===== config.mk =====
export PLATFORM = sky130hd
export DESIGN_NAME = apb4_master
export DESIGN_NICKNAME = d
export VERILOG_FILES = /design/src/rtl/apb4_master.sv
export SDC_FILE = /design/constraint.sdc
export NUM_CORES = 1
export LEC_CHECK = 0
export CAP_MARGIN = 0
export CORE_ASPECT_RATIO = 0.75
export CORE_MARGIN = 4
export CORE_UTILIZATION = 44
export CTS_CLUSTER_SIZE = 25
export DETAILED_ROUTE_END_ITERATION = 8
export PLACE_DENSITY = 0.85
export SETUP_SLACK_MARGIN = 0.02
export SLEW_MARGIN = 30
export SYNTH_ARGS = -nofsm -noshare
export SYNTH_HDL_FRONTEND = slang
export SYNTH_SLANG_ARGS = --single-unit

===== constraint.sdc =====
create_clock -name clk_i -period 5.85 [get_ports clk_i]
set_clock_uncertainty 0.1 [all_clocks]
set_input_delay 0.585 -clock clk_i [delete_from_list [all_inputs] [get_ports clk_i]]
set_output_delay 0.585 -clock clk_i [all_outputs]
set_load 0.02 [all_outputs]

===== src/rtl/apb4_master.sv =====
// APB4 requester: turns a valid/ready command into one APB4 transfer at a
// time and returns a registered valid/ready response. A PREADY watchdog
// aborts transfers to a stalled slave.
module apb4_master #(
  parameter int ADDR_WIDTH = 32,
  parameter int DATA_WIDTH = 32,
  parameter int TIMEOUT    = 255
) (
  input  logic                    clk_i,
  input  logic                    rst_i,
  input  logic                    req_valid_i,
  output logic                    req_ready_o,
  input  logic [ADDR_WIDTH-1:0]   req_addr_i,
  input  logic                    req_write_i,
  input  logic [DATA_WIDTH-1:0]   req_wdata_i,
  input  logic [DATA_WIDTH/8-1:0] req_strb_i,
  input  logic [2:0]              req_prot_i,
  output logic                    rsp_valid_o,
  input  logic                    rsp_ready_i,
  output logic [DATA_WIDTH-1:0]   rsp_rdata_o,
  output logic                    rsp_err_o,
  output logic                    rsp_timeout_o,
  output logic                    psel_o,
  output logic                    penable_o,
  output logic                    pwrite_o,
  output logic [ADDR_WIDTH-1:0]   paddr_o,
  output logic [DATA_WIDTH-1:0]   pwdata_o,
  output logic [DATA_WIDTH/8-1:0] pstrb_o,
  output logic [2:0]              pprot_o,
  input  logic                    pready_i,
  input  logic                    pslverr_i,
  input  logic [DATA_WIDTH-1:0]   prdata_i
);

  localparam int STRB_W = DATA_WIDTH / 8;
  // A disabled watchdog still gets a 1-bit counter so no zero-width vector appears.
  localparam int CNT_W  = (TIMEOUT > 0) ? $clog2(TIMEOUT + 1) : 1;
  localparam bit WD_EN  = (TIMEOUT != 0);
  localparam logic [CNT_W-1:0] TMO     = CNT_W'(TIMEOUT);
  localparam logic [CNT_W-1:0] CNT_MAX = '1;

  typedef enum logic [1:0] {
    S_IDLE   = 2'd0,
    S_SETUP  = 2'd1,
    S_ACCESS = 2'd2,
    S_RESP   = 2'd3
  } state_t;

  state_t                  state_q, state_d;
  logic                    req_ready_q, req_ready_d;
  logic [ADDR_WIDTH-1:0]   addr_q, addr_d;
  logic                    write_q, write_d;
  logic [DATA_WIDTH-1:0]   wdata_q, wdata_d;
  logic [STRB_W-1:0]       strb_q, strb_d;
  logic [2:0]              prot_q, prot_d;
  logic [CNT_W-1:0]        cnt_q, cnt_d;
  logic                    rsp_valid_q, rsp_valid_d;
  logic [DATA_WIDTH-1:0]   rsp_rdata_q, rsp_rdata_d;
  logic                    rsp_err_q, rsp_err_d;
  logic                    rsp_timeout_q, rsp_timeout_d;
  logic                    accept;
  logic                    expire;

  // Next-state, request capture, watchdog and response capture.
  always_comb begin
    state_d       = state_q;
    addr_d        = addr_q;
    write_d       = write_q;
    wdata_d       = wdata_q;
    strb_d        = strb_q;
    prot_d        = prot_q;
    cnt_d         = cnt_q;
    rsp_rdata_d   = rsp_rdata_q;
    rsp_err_d     = rsp_err_q;
    rsp_timeout_d = rsp_timeout_q;
    accept        = (state_q == S_IDLE) && req_ready_q && req_valid_i;
    // pready_i wins over expiry, so expiry is only considered with pready_i low.
    expire        = WD_EN && (cnt_q == TMO) && !pready_i;

    case (state_q)
      S_IDLE: begin
        if (accept) begin
          addr_d  = req_addr_i;
          write_d = req_write_i;
          wdata_d = req_wdata_i;
          // Reads must drive all-zero strobes on the bus.
          strb_d  = req_write_i ? req_strb_i : '0;
          prot_d  = req_prot_i;
          state_d = S_SETUP;
        end
      end
      S_SETUP: begin
        cnt_d   = '0;
        state_d = S_ACCESS;
      end
      S_ACCESS: begin
        if (pready_i) begin
          rsp_rdata_d   = write_q ? '0 : prdata_i;
          rsp_err_d     = pslverr_i;
          rsp_timeout_d = 1'b0;
          state_d       = S_RESP;
        end else if (expire) begin
          rsp_rdata_d   = '0;
          rsp_err_d     = 1'b1;
          rsp_timeout_d = 1'b1;
          state_d       = S_RESP;
        end else if (cnt_q != CNT_MAX) begin
          cnt_d = cnt_q + 1'b1;
        end
      end
      S_RESP: begin
        if (rsp_ready_i) begin
          state_d = S_IDLE;
        end
      end
      default: state_d = S_IDLE;
    endcase

    req_ready_d = (state_d == S_IDLE);
    rsp_valid_d = (state_d == S_RESP);
  end

  // State, captured request, watchdog and response registers.
  always_ff @(posedge clk_i or posedge rst_i) begin
    if (rst_i) begin
      state_q       <= S_IDLE;
      req_ready_q   <= 1'b0;
      addr_q        <= '0;
      write_q       <= 1'b0;
      wdata_q       <= '0;
      strb_q        <= '0;
      prot_q        <= '0;
      cnt_q         <= '0;
      rsp_valid_q   <= 1'b0;
      rsp_rdata_q   <= '0;
      rsp_err_q     <= 1'b0;
      rsp_timeout_q <= 1'b0;
    end else begin
      state_q       <= state_d;
      req_ready_q   <= req_ready_d;
      addr_q        <= addr_d;
      write_q       <= write_d;
      wdata_q       <= wdata_d;
      strb_q        <= strb_d;
      prot_q        <= prot_d;
      cnt_q         <= cnt_d;
      rsp_valid_q   <= rsp_valid_d;
      rsp_rdata_q   <= rsp_rdata_d;
      rsp_err_q     <= rsp_err_d;
      rsp_timeout_q <= rsp_timeout_d;
    end
  end

  // Bus phase decoded from the state register, so reset drops it at once.
  assign psel_o        = (state_q == S_SETUP) || (state_q == S_ACCESS);
  assign penable_o     = (state_q == S_ACCESS);
  assign pwrite_o      = write_q;
  assign paddr_o       = addr_q;
  assign pwdata_o      = wdata_q;
  assign pstrb_o       = strb_q;
  assign pprot_o       = prot_q;
  assign req_ready_o   = req_ready_q;
  assign rsp_valid_o   = rsp_valid_q;
  assign rsp_rdata_o   = rsp_rdata_q;
  assign rsp_err_o     = rsp_err_q;
  assign rsp_timeout_o = rsp_timeout_q;

endmodule


==> results.ini, run 1 <==
[worst_setup_path]
path_max_fanout = 33
reg2reg_depth = 5
critPathSlowestCell = clkdlybuf4s50_1
cp-end-kind = output port
r2r_end = rsp_rdata_o[17]
worstPathCellList = inv_1, ha_1, buf_4, clkdlybuf4s50_1
timing_worst_setup_path_type = reg2out
cp-start-kind = flip-flop
crit_family = buffers and inverters
r2r_slack_ps = 3660
cp.required_ps = 5160
cp_slowest_stage_delay_ps = 680
cp_num_buf_inv = 3
cp_data_arrival_time_ps = 2150
timing.rr.start = cnt_q[0]

[drt]
drt_iter0_markers = 154
dr.pass1.iters = 5
avgRoutedWirePerCell_um = 19.09
postRouteAntennaNets = 0
drt-total-wl_um = 13460
drc_errors = 0
vias = 3629
via_per_inst = 5.148

[clock_network]
cts.sinks = 118
cts.hold.buffers_added = 0
clkTransAtPathRegs_ps = 50
htree_num_levels = 4
clk_latency_ps = 400
ctsLongestPathBuffers = 2
cts_buffers = 17
postCtsSetupRepairBufs = 0
clock_tree.root_cell = clkbuf_16
cts_resized = 0
cts_tree = built

[timing]
fin_tns_setup_ps = 0
period_minus_slack_ps = 2837
hold_violations = 0
maxSlewViolCount = 0
fin_crit_sh_pct = 48.50
fmaxAchievable_mhz = 352.5
slew_headroom_pct = 41.98
rsz0062_at_grt = no
worst_pin_slew_ps = 867.0
finalSetupViolations = 0

[placed_design]
dp.cells = 672
dpl.hpwl_um = 9413
routabilityCongestion = 0.8624
port_buffers = 219

[synthesis]
synth_top_family_by_area = multiplexers
synthDistinctLibCells = 38
synth_compound_gate_area_share_pct = 8.203
avgSynthCellArea_um2 = 14.34
yosys.area_share.adder_pct = 1.567
yosys.area.top_type = dfrtp_1
ys_ff_latch = 118
syn-num-nets = 450
synth_top_area_share_pct = 61.65
synth_xor_area_share_pct = 0.3657
syn_inst = 334
yosys_warnings = 0
synth_area_leaders = dfrtp_1 (62%), mux2_2 (16%), and4b_1 (4.6%), a21o_1 (3.4%), a22o_1 (2.0%)
synth-simple-area-share_pct = 9.039
syn_area_mm2 = 0.004790
synthMuxAreaShare_pct = 16.64
seq_area_frac_synth_pct = 61.65

[finish]
drive_gt1_share_pct = 20.21
fin_nets = 672
filler_cell_count = 643
instances_no_fill = 705
area_delta_synth_final_pct = 61.81
diodes = 0

[die]
chipWidth_um = 128.5
rows = 32
ios = 220
dieHeight_um = 98.36
start_util_pct = 45.83
core_area_mm2 = 0.01045
dieArea_mm2 = 0.01264

[pwr]
peakVddDrop_v = 0.0003669
power_density_mw_per_mm2 = 599.9
p_leak_nw = 3.515

[hold_path]
min_path_type = reg2reg
hold_depth = 1
hold_end = rsp_rdata_o[19]
hold_path_startpoint = rsp_rdata_o[19]

[global_route]
grt_usage_pct = 21.74
grt_max_degree = 79
antenna_found_initial = 0
grt_pass1_vias = 3928
grt_pass1_wl_um = 21260
grt-ovfl-total = 0

[run_status]
outcome = completed

[job]
max-cap-violations = 0

-- placed cells by master, fill, tap and decap left out, types with 4 or more instances in the layout --
cell | netlist | layout
mux2_2 | 69 | 69
clkbuf_16 | 0 | 17
bufinv_16 | 0 | 4
ha_1 | 6 | 6
o21ai_0 | 6 | 6
dfrtp_1 | 118 | 118
nand2_1 | 13 | 13
clkdlybuf4s50_1 | 0 | 219
a22o_1 | 11 | 11
inv_1 | 6 | 5
a21o_1 | 22 | 22
and4b_1 | 22 | 22
clkinv_4 | 0 | 4
a21oi_1 | 5 | 5
nor2_1 | 9 | 9
-- kinds of logic (layout without fill, tap and decap cells) --
kind of cell,Yosys count,count (layout)
xor gates and xnor gates,2,2
muxes,71,71
DFF,118,118
AOI/OAI and AO/OA,51,51
and+or+nand+nor,60,60
buffers and inverters,26,261
adders and majority gates,6,6
-- cells in the mapped netlist --
cell type and instances:
o22ai_1 1, nor2_1 9, a311oi_2 1, a311oi_1 1
nor3b_1 1, mux2i_1 2, and2_4 1, ha_1 6
mux2_2 69, a2111oi_2 1, xnor2_1 1, nand4_1 1
nand2b_4 1, nor4b_2 1, buf_2 12, nor3_1 1
xor2_1 1, dfrtp_1 118, nor2b_1 1, a21o_1 22
a211o_1 1, o21ai_0 6, clkbuf_2 1, and2_1 1
clkbuf_1 6, and3b_1 2, and3_4 1, o21ai_4 1
and4b_1 22, inv_1 6, buf_6 1, and4_4 1
a21oi_1 5, nand2b_1 1, a22o_1 11, nand3_1 3
nand2_1 13, a31oi_1 1
-- power breakdown --
part / switching, mW / internal, mW / leakage [nW]
logic: 0.996 / 1.09 / 1.75
clock network: 0.381 / 0.728 / 0.303
registers: 0.241 / 1.21 / 1.46
total: 1.62 / 3.03 / 3.51
-- worst register-to-register path, cell delays in order (launching register included) --
cell	delay, ps
dfrtp_1	400
ha_1	260
and3_4	210
and2_4	170
o21ai_4	670
a22o_1	310
-- area by class of cell --
type / instances / area [um^2] / area share, %
flip-flops and latches: 118 / 2953 / 38.10
clock buffers: 18 / 439.2 / 5.667
clock inverters: 14 / 200.2 / 2.583
inverters: 6 / 25.02 / 0.3229
multi-input cells: 190 / 1728 / 22.30
well taps: 136 / 170.2 / 2.196
repair buffers: 223 / 2235 / 28.83
-- state kept, by name, indices dropped and copies added (netlist names) --
name / cells
state_q: 2
pwdata_o: 32
pwrite_o: 1
pprot_o: 3
pstrb_o: 4
cnt_q: 8
paddr_o: 32
rsp_rdata_o: 32
rsp_valid_o: 1
rsp_err_o: 1
rsp_timeout_o: 1
req_ready_o: 1
-- layer usage --
metal | part of all wire [%] | wire length (um) | GRT usage, % | vias up
met2 | 51 | 6861 | 37.82 | 150
met3 | 8.5 | 1147 | 8.037 | 18
li1 | - | - | - | 1657
met5 | 0 | 0 | 0 | -
met4 | 1.7 | 225 | 6.933 | 0
met1 | 39 | 5225 | 24.80 | 1804
-- metrics by stage --
| step | hold slack (ps) | cell area (um^2) | utilization (%) | setup WS [ps] | total power [mW] |
|---|---|---|---|---|---|
| CTS | 377.4 | 7730 | 73.97 | 3016 | 4.689 |
| global route | 401.2 | 7750 | 74.16 | 2921 | 4.885 |
| detailed placement | 365.0 | 7091 | 67.85 | 2982 | 3.542 |
| floorplan | 371.8 | 4790 | - | 2036 | 2.503 |
| global placement | 362.2 | 7091 | 67.85 | 3085 | 3.474 |
| finish | 374.0 | 7750 | 74.16 | 3013 | 4.649 |
-- worst max-delay path by stage --
stage	start	end	slack, ps	cells after the start
2_1_floorplan	rst_i	cnt_q[0]	2040	1
3_3_place_gp	req_valid_i	rsp_valid_o	3090	4
3_5_place_dp	req_valid_i	rsp_valid_o	2980	5
4_1_cts	state_q[0]	penable_o	3020	4
5_1_grt	state_q[0]	penable_o	2920	4
6_report	state_q[0]	penable_o	3010	4
Power figures use the tool's default switching activity.
==> run 2: changes to the inputs <==
- CORE_UTILIZATION: 44 -> 37
- PLACE_DENSITY: 0.85 -> 0.76
- clock period: 5.85 -> 2.4 ns (I/O delays scaled with it)
==> run 2 against run 1 <==
  * Sequential power is 140% higher
  * Critical path depth is 1 lower
  * Global-route usage is 4.3 points lower
  * Wire length is 5.7% lower
  * Worst hold slack worse by 180 ps
==> results.ini, run 2 (synthesis results as in run 1) <==
[drt]
dr.pass1.iters = 4  ; -1
drt_iter0_markers = 146  ; -5.2%
via_per_inst = 4.812  ; -6.5%
drc_errors = 0  ; unchanged
vias = 3566  ; -1.7%
avgRoutedWirePerCell_um = 17.13  ; -10%
postRouteAntennaNets = 0  ; unchanged
drt-total-wl_um = 12690  ; -5.7%

[worst_setup_path]
timing_worst_setup_path_type = reg2out
path_max_fanout = 5  ; -85%
reg2reg_depth = 5  ; unchanged
cp_data_arrival_time_ps = 1880  ; -270 ps
cp.required_ps = 2060  ; -3100 ps
cp-end-kind = output port
cp-start-kind = flip-flop

[timing]
slew_headroom_pct = 73.57  ; +32 points
hold_violations = 0  ; unchanged
fin_crit_sh_pct = 92.62
finalSetupViolations = 0  ; unchanged
worst_hold_slack_ps = 198.2  ; -175.7 ps
worst_pin_slew_ps = 396.4  ; -470.6 ps
fmaxAchievable_mhz = 449.9
fin_tns_setup_ps = 0  ; unchanged
maxSlewViolCount = 0  ; unchanged
period_minus_slack_ps = 2223
rsz0062_at_grt = no

[clock_network]
ctsLongestPathBuffers = 2  ; unchanged
cts.sinks = 118  ; unchanged
clkTransAtPathRegs_ps = 50  ; about the same
htree_num_levels = 4  ; unchanged
clk_latency_ps = 400  ; about the same
cts.hold.buffers_added = 0  ; unchanged
clock_tree.root_cell = clkbuf_16
cts_buffers = 17  ; unchanged
cts_tree = built

[global_route]
grt_usage_pct = 17.42  ; -4.3 points
grt_pass1_wl_um = 20550  ; -3.3%
antenna_found_initial = 0  ; unchanged
grt_pass1_vias = 3884  ; -1.1%
grt_max_degree = 73  ; -7.6%
grt-ovfl-total = 0  ; unchanged

[job]
max-cap-violations = 0  ; unchanged

[pwr]
peakVddDrop_v = 0.0007216  ; +97%
internal-power_mw = 7.423  ; +140%
power_density_mw_per_mm2 = 1432  ; +140%
pwr-share-clk_pct = 23.5  ; -0.4 points
seq_power_share_pct = 30.7  ; -0.5 points
pwr-share-comb_pct = 45.7  ; +0.7 points
switching_share_pct = 33.93  ; -0.86 points
power.switching_mw = 3.812  ; +140%
p_leak_nw = 3.558  ; +1.2%

[finish]
final_cell_mix = clkdlybuf4s50_1 (218), dfrtp_1 (118), mux2_2 (69), and4b_1 (22), a21o_1 (22)
drive_gt1_share_pct = 20.87  ; +0.66 points
final_common_cell = clkdlybuf4s50_1
fin_nets = 678  ; +0.89%
fin_util_pct = 62.88  ; -11 points
diodes = 0  ; unchanged
area_delta_synth_final_pct = 63.85

[hold_path]
min_path_type = in2async

[die]
rows = 35  ; +9.4%
core_area_mm2 = 0.01248  ; +19%
dieArea_mm2 = 0.01485  ; +18%
ios = 220  ; unchanged
start_util_pct = 38.38  ; -7.5 points
chipWidth_um = 139.4  ; +8.5%
dieHeight_um = 106.5  ; +8.3%

[placed_design]
routabilityCongestion = 0.8423  ; -2.3%
dpl.hpwl_um = 9527  ; +1.2%
port_buffers = 219  ; unchanged

[run_status]
outcome = completed

-- run 2: changes by cell type in the layout (fill, tap and decap cells not counted), sizes merged --
cell | previous run | this run
clkdlybuf4s50 | 219 | 218
inv | 8 | 6
clkbuf | 18 | 20
dlymetal6s2s | 0 | 1
buf | 4 | 10
-- run 2: worst max-delay path, stage by stage, from the launching register on --
cell	delay, ps
dfrtp_1	430
inv_1	130
ha_1	300
clkdlybuf4s50_1	630
-- run 2: final timing paths --
check                      slack (ps)       startpoint         endpoint
hold reg to reg                   370  rsp_rdata_o[28]  rsp_rdata_o[28]
setup reg to reg                  450       state_q[0]       paddr_o[6]
max in group asynchronous        1640            rst_i      paddr_o[19]
min in group clk_i                320    req_strb_i[0]       pstrb_o[0]
hold / removal                    200            rst_i  rsp_rdata_o[25]
setup / recovery                  180       state_q[0]           psel_o
-- run 2: per-layer routing --
metal	share of wire, %	track usage (%)	vias up	wire (um)
li1	-	-	1662	-
met1	40	21.33	1760	5095
met2	50	28.41	132	6372
met3	8.3	6.565	12	1054
met4	1.3	6.006	0	171
met5	0	0	-	0
-- run 2: power by group through the flow --
| stage | sequential (mW) | combinational [mW] | clock, mW |
|---|---|---|---|
| 3_3_place_gp | 3.43 | 5.11 | 0 |
| 6_report | 3.45 | 5.14 | 2.64 |
| 5_1_grt | 3.59 | 5.46 | 2.81 |
| 2_1_floorplan | 4.57 | 1.53 | 0 |
| 4_1_cts | 3.46 | 5.22 | 2.70 |
| 3_5_place_dp | 3.48 | 5.20 | 0 |
-- run 2: final cells by class --
type,instances,area [um^2]
timing repair buffer,229,2307
tap,166,207.7
fill,984,4633
clock inverter,12,176.4
multi-input combinational,190,1730
sequential,118,2953
clock buffer,20,446.7
inverter,6,26.28
-- run 2: metrics by stage --
stage	total power [mW]	area [um^2]	setup slack, ps	cells
after floorplan	6.101	4793	498.8	334
after global placement	8.538	7219	430.3	709
after detailed placement	8.682	7219	369.2	709
after CTS	11.39	7845	70.32	741
after global routing	11.86	7848	62.51	741
final	11.24	7848	177.2	741
-- run 2: what timing repair did --
item                                    4_1_cts  5_1_grt
resized for setup                             1        1
setup buffers                                 0        0
endpoints found under the setup margin        1        1
